`config.mk`:
```
export PLATFORM = sky130hd
export DESIGN_NAME = calc_sequencer
export DESIGN_NICKNAME = d
export VERILOG_FILES = /design/src/rtl/calc_sequencer_pkg.sv /design/src/rtl/calc_sequencer_dec_accum.sv /design/src/rtl/calc_sequencer.sv
export SDC_FILE = /design/constraint.sdc
export NUM_CORES = 1
export LEC_CHECK = 0
export CAP_MARGIN = 20
export CORE_UTILIZATION = 46
export CTS_BUF_LIST = sky130_fd_sc_hd__clkbuf_8
export DETAILED_ROUTE_END_ITERATION = 7
export GPL_TIMING_DRIVEN = 0
export PLACE_DENSITY = 0.75
export SYNTH_ARGS = -nofsm -noshare
export SYNTH_HDL_FRONTEND = slang
export SYNTH_HIERARCHICAL = 1
export SYNTH_SLANG_ARGS = --single-unit
```
`constraint.sdc`:
```
create_clock -name clk -period 6.36 [get_ports clk]
set_clock_uncertainty 0.1 [all_clocks]
set_input_delay 1.59 -clock clk [delete_from_list [all_inputs] [get_ports clk]]
set_output_delay 1.59 -clock clk [all_outputs]
set_load 0.05 [all_outputs]
```
`src/rtl/calc_sequencer_pkg.sv`:
```
// Shared definitions for the calculator sequencer: FSM state encoding,
// operator encodings and the digit-counter width helper.
package calc_sequencer_pkg;

   typedef enum logic [2:0] {
      S_A    = 3'd0,
      S_OP   = 3'd1,
      S_B    = 3'd2,
      S_EXEC = 3'd3,
      S_RES  = 3'd4,
      S_ERR  = 3'd5
   } state_t;

   localparam logic [1:0] OP_ADD = 2'b00;
   localparam logic [1:0] OP_SUB = 2'b01;
   localparam logic [1:0] OP_MUL = 2'b10;
   localparam logic [1:0] OP_DIV = 2'b11;

   function automatic int count_width(input int max_digits);
      return $clog2(max_digits + 1);
   endfunction

endpackage

```
`src/rtl/calc_sequencer_dec_accum.sv`:
```
// Decimal digit accumulator: y = x*10 + digit, built from shifts and adds,
// plus the check that the digit is 0..9 and the operand still has room.
module dec_accum #(
   parameter int WIDTH      = 16,
   parameter int MAX_DIGITS = 4,
   parameter int CNT_W      = 3
) (
   input  logic [WIDTH-1:0] x,
   input  logic [3:0]       digit,
   input  logic [CNT_W-1:0] count,
   output logic [WIDTH-1:0] y,
   output logic             accept
);

   always_comb begin
      y      = (x << 3) + (x << 1) + WIDTH'(digit);
      accept = (digit <= 4'd9) && (count < CNT_W'(MAX_DIGITS));
   end

endmodule

```
`src/rtl/calc_sequencer.sv`:
```
// Calculator control FSM: builds decimal operands from key strobes, issues one
// start/done transaction to the ALU and holds the result or error for display.
module calc_sequencer
   import calc_sequencer_pkg::*;
#(
   parameter int WIDTH      = 16,
   parameter int MAX_DIGITS = 4
) (
   input  logic             clk,
   input  logic             rst,
   input  logic             is_num,
   input  logic             is_op,
   input  logic             is_eq,
   input  logic [3:0]       num_val,
   input  logic [1:0]       op_val,
   output logic [WIDTH-1:0] alu_a,
   output logic [WIDTH-1:0] alu_b,
   output logic [1:0]       alu_op,
   output logic             alu_start,
   input  logic             alu_done,
   input  logic [WIDTH-1:0] alu_res,
   input  logic             alu_ovf,
   output logic [WIDTH-1:0] disp_val,
   output logic             err,
   output logic             busy,
   output state_t           dbg_state
);

   localparam int CNT_W = count_width(MAX_DIGITS);
   localparam logic [CNT_W-1:0] CNT_ONE = CNT_W'(1);

   state_t           state_q, state_d;
   logic [WIDTH-1:0] a_q, a_d, b_q, b_d, r_q, r_d, disp_q, disp_d;
   logic [1:0]       op_q, op_d;
   logic [CNT_W-1:0] cnt_q, cnt_d;
   logic             start_q, start_d;

   logic             key_eq, key_op, key_num;
   logic [WIDTH-1:0] acc_x, acc_y;
   logic [CNT_W-1:0] acc_cnt;
   logic             acc_ok;

   // Only one key is acted on per cycle: eq beats op beats num.
   assign key_eq  = is_eq;
   assign key_op  = is_op & ~is_eq;
   assign key_num = is_num & ~is_op & ~is_eq;

   // Fresh operands (from S_OP/S_RES) accumulate from zero with an empty count.
   always_comb begin
      acc_x   = '0;
      acc_cnt = '0;
      if (state_q == S_A) begin
         acc_x   = a_q;
         acc_cnt = cnt_q;
      end else if (state_q == S_B) begin
         acc_x   = b_q;
         acc_cnt = cnt_q;
      end
   end

   dec_accum #(
      .WIDTH      (WIDTH),
      .MAX_DIGITS (MAX_DIGITS),
      .CNT_W      (CNT_W)
   ) u_dec_accum (
      .x      (acc_x),
      .digit  (num_val),
      .count  (acc_cnt),
      .y      (acc_y),
      .accept (acc_ok)
   );

   always_ff @(posedge clk or posedge rst) begin
      if (rst) begin
         state_q <= S_A;
         a_q     <= '0;
         b_q     <= '0;
         r_q     <= '0;
         disp_q  <= '0;
         op_q    <= OP_ADD;
         cnt_q   <= '0;
         start_q <= 1'b0;
      end else begin
         state_q <= state_d;
         a_q     <= a_d;
         b_q     <= b_d;
         r_q     <= r_d;
         disp_q  <= disp_d;
         op_q    <= op_d;
         cnt_q   <= cnt_d;
         start_q <= start_d;
      end
   end

   always_comb begin
      state_d = state_q;
      a_d     = a_q;
      b_d     = b_q;
      r_d     = r_q;
      disp_d  = disp_q;
      op_d    = op_q;
      cnt_d   = cnt_q;
      start_d = 1'b0;
      case (state_q)
         S_A: begin
            if (key_op) begin
               op_d    = op_val;
               state_d = S_OP;
            end else if (key_num && acc_ok) begin
               a_d    = acc_y;
               cnt_d  = cnt_q + CNT_ONE;
               disp_d = acc_y;
            end
         end
         S_OP: begin
            if (key_op) begin
               op_d = op_val;
            end else if (key_num && acc_ok) begin
               b_d     = acc_y;
               cnt_d   = CNT_ONE;
               disp_d  = acc_y;
               state_d = S_B;
            end
         end
         S_B: begin
            if (key_eq) begin
               if (op_q == OP_DIV && b_q == '0) begin
                  disp_d  = '0;
                  state_d = S_ERR;
               end else begin
                  start_d = 1'b1;
                  state_d = S_EXEC;
               end
            end else if (key_num && acc_ok) begin
               b_d    = acc_y;
               cnt_d  = cnt_q + CNT_ONE;
               disp_d = acc_y;
            end
         end
         S_EXEC: begin
            if (alu_done) begin
               if (alu_ovf) begin
                  disp_d  = '0;
                  state_d = S_ERR;
               end else begin
                  disp_d  = alu_res;
                  r_d     = alu_res;
                  state_d = S_RES;
               end
            end
         end
         S_RES: begin
            if (key_op) begin
               a_d     = r_q;
               op_d    = op_val;
               state_d = S_OP;
            end else if (key_num && acc_ok) begin
               a_d     = acc_y;
               b_d     = '0;
               cnt_d   = CNT_ONE;
               disp_d  = acc_y;
               state_d = S_A;
            end
         end
         S_ERR: begin
            // Any key clears the error and is swallowed.
            if (is_num || is_op || is_eq) begin
               a_d     = '0;
               b_d     = '0;
               op_d    = OP_ADD;
               cnt_d   = '0;
               disp_d  = '0;
               state_d = S_A;
            end
         end
         default: state_d = S_A;
      endcase
   end

   assign alu_a     = a_q;
   assign alu_b     = b_q;
   assign alu_op    = op_q;
   assign alu_start = start_q;
   assign disp_val  = disp_q;
   assign err       = (state_q == S_ERR);
   assign busy      = (state_q == S_EXEC);
   assign dbg_state = state_q;

endmodule
```
* Word-level counts from Yosys, hierarchy flattened
Index checks and enable logic that the tools add are counted.
** Word-level totals
- Register bits after elaboration :: 73
- Bits of input ports :: 29
- Output and inout bits :: 56
- Word-level logic and storage cells :: 107
** Cells by class
- Add/sub/neg operators :: 3
- $lt $le $gt $ge :: 2
- Eq/ne operators :: 22
- Multiplexer cells :: 45
- Bitwise logic cells :: 6
- Reductions and logical operators :: 21
** Operators by type and width (number)
- 16-bit two-way mux :: 15
- 16-bit case mux with 4 select lines :: 2
- 3-bit two-way mux :: 16
- 16-bit case mux with 3 select lines :: 1
- 15-bit two-way mux :: 2
- 2-bit inequality test (second input constant) :: 11
- 3-bit case mux with 6 select lines :: 1
- 16-bit adder :: 1
- 16-bit by 4-bit adder with 16-bit output :: 1
- 16-bit logical NOT :: 1
- 3-bit case mux with 4 select lines :: 1
- 6-bit AND reduction :: 2
- 4-bit nonzero test :: 3
- 3-bit AND reduction :: 3
- 7-bit AND reduction :: 1
- 3-bit by 2-bit equality test with 1-bit output (second input constant) :: 2
- 3-bit equality test (second input constant) :: 2
- 2-bit by 1-bit inequality test with 1-bit output (second input constant) :: 3
- 5-bit AND reduction :: 1
- 4-bit less-or-equal comparator (second input constant) :: 1
- 1-bit two-way mux :: 4
- 2-bit two-way mux :: 2
- 2-bit case mux with 2 select lines :: 1
- 3-bit by 1-bit adder with 3-bit output (second input constant) :: 1
- other kinds (14) :: 21

* Longest topological paths before layout
- Depth in word-level cells :: 9
- Gate-level depth with buffers :: 16
- Mapped depth without buffers :: 16

* Cells and area by module
The synthesis kept the hierarchy.
** Modules (own cells, without submodules)
- calc_sequencer :: times used 1, cells each 389, area each 3876.2 µm², sequential area each 1826.8 µm²
- dec_accum :: times used 1, cells each 112, area each 888.4 µm², sequential area each 0.0 µm²

* Worst setup path before layout
OpenSTA, ideal clock, no wires.
- Path type :: input-to-reg
- Start point :: input port num_val[3]
- End point :: register disp_q[9] (netlist: disp_val[9])
- Library setup time :: 125 ps
- Arrival :: 3760 ps
- Data required time :: 6135 ps
- Path slack :: 2375 ps
- Cell stages on the path :: 13
- Buffers on the path :: 0
- Cells stage by stage :: inv_1 -> fa_1 -> inv_1 -> ha_1 -> a21oi_1 -> o211ai_2 -> a21o_1 -> a21oi_2 -> xnor2_1 -> and2_1 -> a21oi_1 -> o21ai_0 -> mux2_2
** On the way
- Elaborated cells on any way between the ends :: 8
- Classes of those cells :: add/sub: 1; order compare: 1; mux: 4; reduce/logical: 2
** RTL lines
- start: declaration :: RTL line calc_sequencer.sv:14 : input logic [3:0] num_val,
- 16-bit by 4-bit adder with 16-bit output (*) :: RTL line calc_sequencer_dec_accum.sv:16 : y = (x << 3) + (x << 1) + WIDTH'(digit);
- net acc_y[9] :: RTL line calc_sequencer.sv:39 : logic [WIDTH-1:0] acc_x, acc_y;
- 16-bit two-way mux (*)
- 16-bit two-way mux (on tied branches) :: RTL line calc_sequencer.sv:153, calc_sequencer.sv:126
- 16-bit case mux with 4 select lines (*) :: RTL line calc_sequencer.sv:104 : case (state_q)
- end signal: assignment :: RTL line calc_sequencer.sv:88 : disp_q <= disp_d;
- end: declaration :: RTL line calc_sequencer.sv:33 : logic [WIDTH-1:0] a_q, a_d, b_q, b_d, r_q, r_d, disp_q, disp_d;
Mark *: on every way through the listed nets, which the timed path passes. The rest lies on a longest branch. The select of a mux whose other input is x is not followed.
A chain may end at the register's enable or synchronous reset.

* Worst setup path in the final report
Same ends and word-level chain as after synthesis.

==> metrics.md <==
| Metric | Value |
|---|---|
| Status | completed |
| Pre-antenna DRT Iters | 5 |
| CTS tree | yes |
| Clk Tree Root Cell | clkbuf_8 |
| Setup TNS | 0 ps |
| CP startpoint | num_val[3] |
| # DRC | 0 |
| Fin. max-slew vios | 0 |
| Area growth, synth to finish | 26.1% |
| Reg2Reg Setup Slack | 2120 ps |
| Endpoint class of the critical path | register |
| Post-CTS Resized | 0 |
| Final antenna-violating net count | 0 |
| Vias in the first global route | 4,264 |
| Rows | 36 |
| Clk slew on worst S/H paths | 90 ps |
| Worst IR Drop VDD | 0.245 mV |
| Worst min path class | register to register |
| Hold Crit Start | cnt_q[1] |
| CP max stage cell | fa_1 |
| Clk_lat worst skew | 350 ps |
| Comb pwr share | 0.586 |
| Per-cell routed wire length | 18.5 um |
| H-tree Lvls | 3 |
| LEAKAGE | 2.70 nW |
| Unrepaired setup endpoints after global routing | false |
| Die width | 104 um |
| Final Hold Viols | 0 |
| Final Net Count | 651 |
| Slew @ Worst Pin | 576 ps |
| Post-Syn Nets | 556 |
| FMAX | 226 MHz |
| Internal | 1.48 mW |
| # diodes | 0 |
| Critical path fanouts, max | 4 |
| Iteration-0 DRC Markers | 313 |
| DIE HEIGHT | 104 um |
| Total grt overflow | 0 |
| Largest net degree at the start of global routing | 73 |
| Critical path endpoint | disp_val[9] |
| Final HPWL DP | 10.5 mm |
| Fin area | 5980 um^2 |
| Switching Fraction | 0.492 |
| Postcts setup bufs | 0 |
| Layout cell share with drive strength beyond 1 | 0.125 |
| Starting Density | 0.481 |
| DRT Wirelength | 13.5 mm |
| Placed Area | 5770 um^2 |
| Mapped cell area | 4740 um^2 |
| Crit path kind | input port to register |
| Hold Path Stages | 2 |
| Clock power share | 0.136 |
| Max Cap Viol | 0 |
| Die area | 10,700 um^2 |
| Cells on worst reg2reg path | 15 |
| Crit share post-route | 0.697 |
| First-pass GRT wire length | 22.4 mm |
| Crit path DAT | 4570 ps |
| Initial antenna violation count | 0 |
| CTS sink cnt | 73 |
| CTS Buf Count | 9 |
| Max Buffers Root-to-Sink | 2 |
| P_sw | 1.43 mW |
| Crit path cell chain | clkdlybuf4s50_1 > inv_1 > fa_1 > inv_1 > ha_1 > a21oi_1 > o211ai_2 > a21o_1 > a21oi_2 > xnor2_1 > and2_1 > a21oi_1 > o21ai_0 > mux2_2 |
| I/O pins | 85 |
| Cell count after synthesis | 498 |
| Worst reg2reg startpoint | dbg_state[1] |
| Vias | 4,303 |
| GPL Wtd Cong | 0.868 |
| Cts hold-fix bufs | 0 |
| Syn Area/Cell | 9.53 um^2 |
| Via/cell ratio | 5.89 |
| Synth warn | 6 |
| Reg power frac | 0.279 |
| FF-to-FF End | disp_val[9] |
| Setup-failing EPs final | 0 |
| Core ar. | 9860 um^2 |
| CP max stage delay | 520 ps |
| Cell Pwr Density | 485 nW/um^2 |
| Port buffer count | 83 |
| Relative slew slack | 0.616 |
| Post-route minimum period | 4430 ps |
| Worst EP required | 6500 ps |
| Setup crit start kind | input port |
| Tot GR Track Use | 0.262 |
## how the worst min path moves through the flow
stage	to
finish	cnt_q[1]
detailed placement	cnt_q[1]
floorplan	cnt_q[1]
global route	disp_val[12]
CTS	cnt_q[1]
global placement	cnt_q[1]
## worst max-delay path: cells and delay by family
kind / cells / cell delay, ps
multiplexers: 1 / 270
adder cells (fa/ha/maj): 2 / 790
buffers and inverters: 3 / 580
AO/OA/AOI/OAI: 6 / 1010
XOR/XNOR: 1 / 130
AND/OR/NAND/NOR: 1 / 210
## final cells by class
| class | count | area [um^2] |
|---|---|---|
| flip-flops and latches | 73 | 1830 |
| clock inverters | 7 | 86.3 |
| repair buffers | 84 | 858 |
| fillers | 844 | 3880 |
| inverters | 18 | 70.1 |
| well taps | 133 | 166 |
| plain buffers | 30 | 149 |
| multi-input cells | 377 | 2700 |
| clock buffers | 9 | 124 |
## placed cells by master (no fill, tap or decap), drive strengths merged, types with 2 or more instances in the layout
cell type      count
a21oi             32
o31ai              9
nand2b             2
o21a               2
a21o               6
nand3              6
a31oi              3
inv               19
nand2             75
mux2i              5
ha                27
o41ai              2
o21ai             50
a221oi             7
mux2              28
or4                2
buf               15
xor2               3
fa                 2
dfrtp             73
nor3               5
o31a               2
nor3b              3
o21bai             2
xnor2             11
a32o               4
a22oi              8
clkinv             3
o211ai             4
clkbuf            25
nor2b              3
and2              11
nor2              19
nor4               4
a22o              19
bufinv             2
clkdlybuf4s50     83
nand3b             3
## registers in the layout, indices dropped and copies added (netlist names)
signal     cells
alu_a         16
alu_b         16
alu_op         2
alu_start      1
cnt_q          3
dbg_state      3
disp_val      16
r_q           16
## power groups by stage
stage | Sequential (mW) | Combinational, mW | Clock [mW]
CTS | 0.805 | 1.69 | 0.394
global route | 0.830 | 1.82 | 0.414
global placement | 0.802 | 1.65 | 0
floorplan | 1.15 | 0.796 | 0
finish | 0.809 | 1.70 | 0.393
detailed placement | 0.813 | 1.68 | 0
## per-layer routing
metal	global-route usage	vias up	wire (um)
met5	0	-	0
met4	0.0714	0	252
met3	0.0365	17	712
met2	0.423	159	6360
met1	0.367	2114	6200
li1	-	2013	-
## metrics by stage
step	hold slack, ps	setup slack, ps	std cells	util	total power [mW]
6_report	399	1930	731	0.606	2.90
3_5_place_dp	390	1590	715	0.585	2.49
5_1_grt	427	1740	731	0.606	3.07
4_1_cts	409	1950	731	0.606	2.89
3_3_place_gp	372	1580	714	0.582	2.45
2_1_floorplan	354	2380	498	-	1.94
No activity file was read; power rests on OpenSTA's default activity.
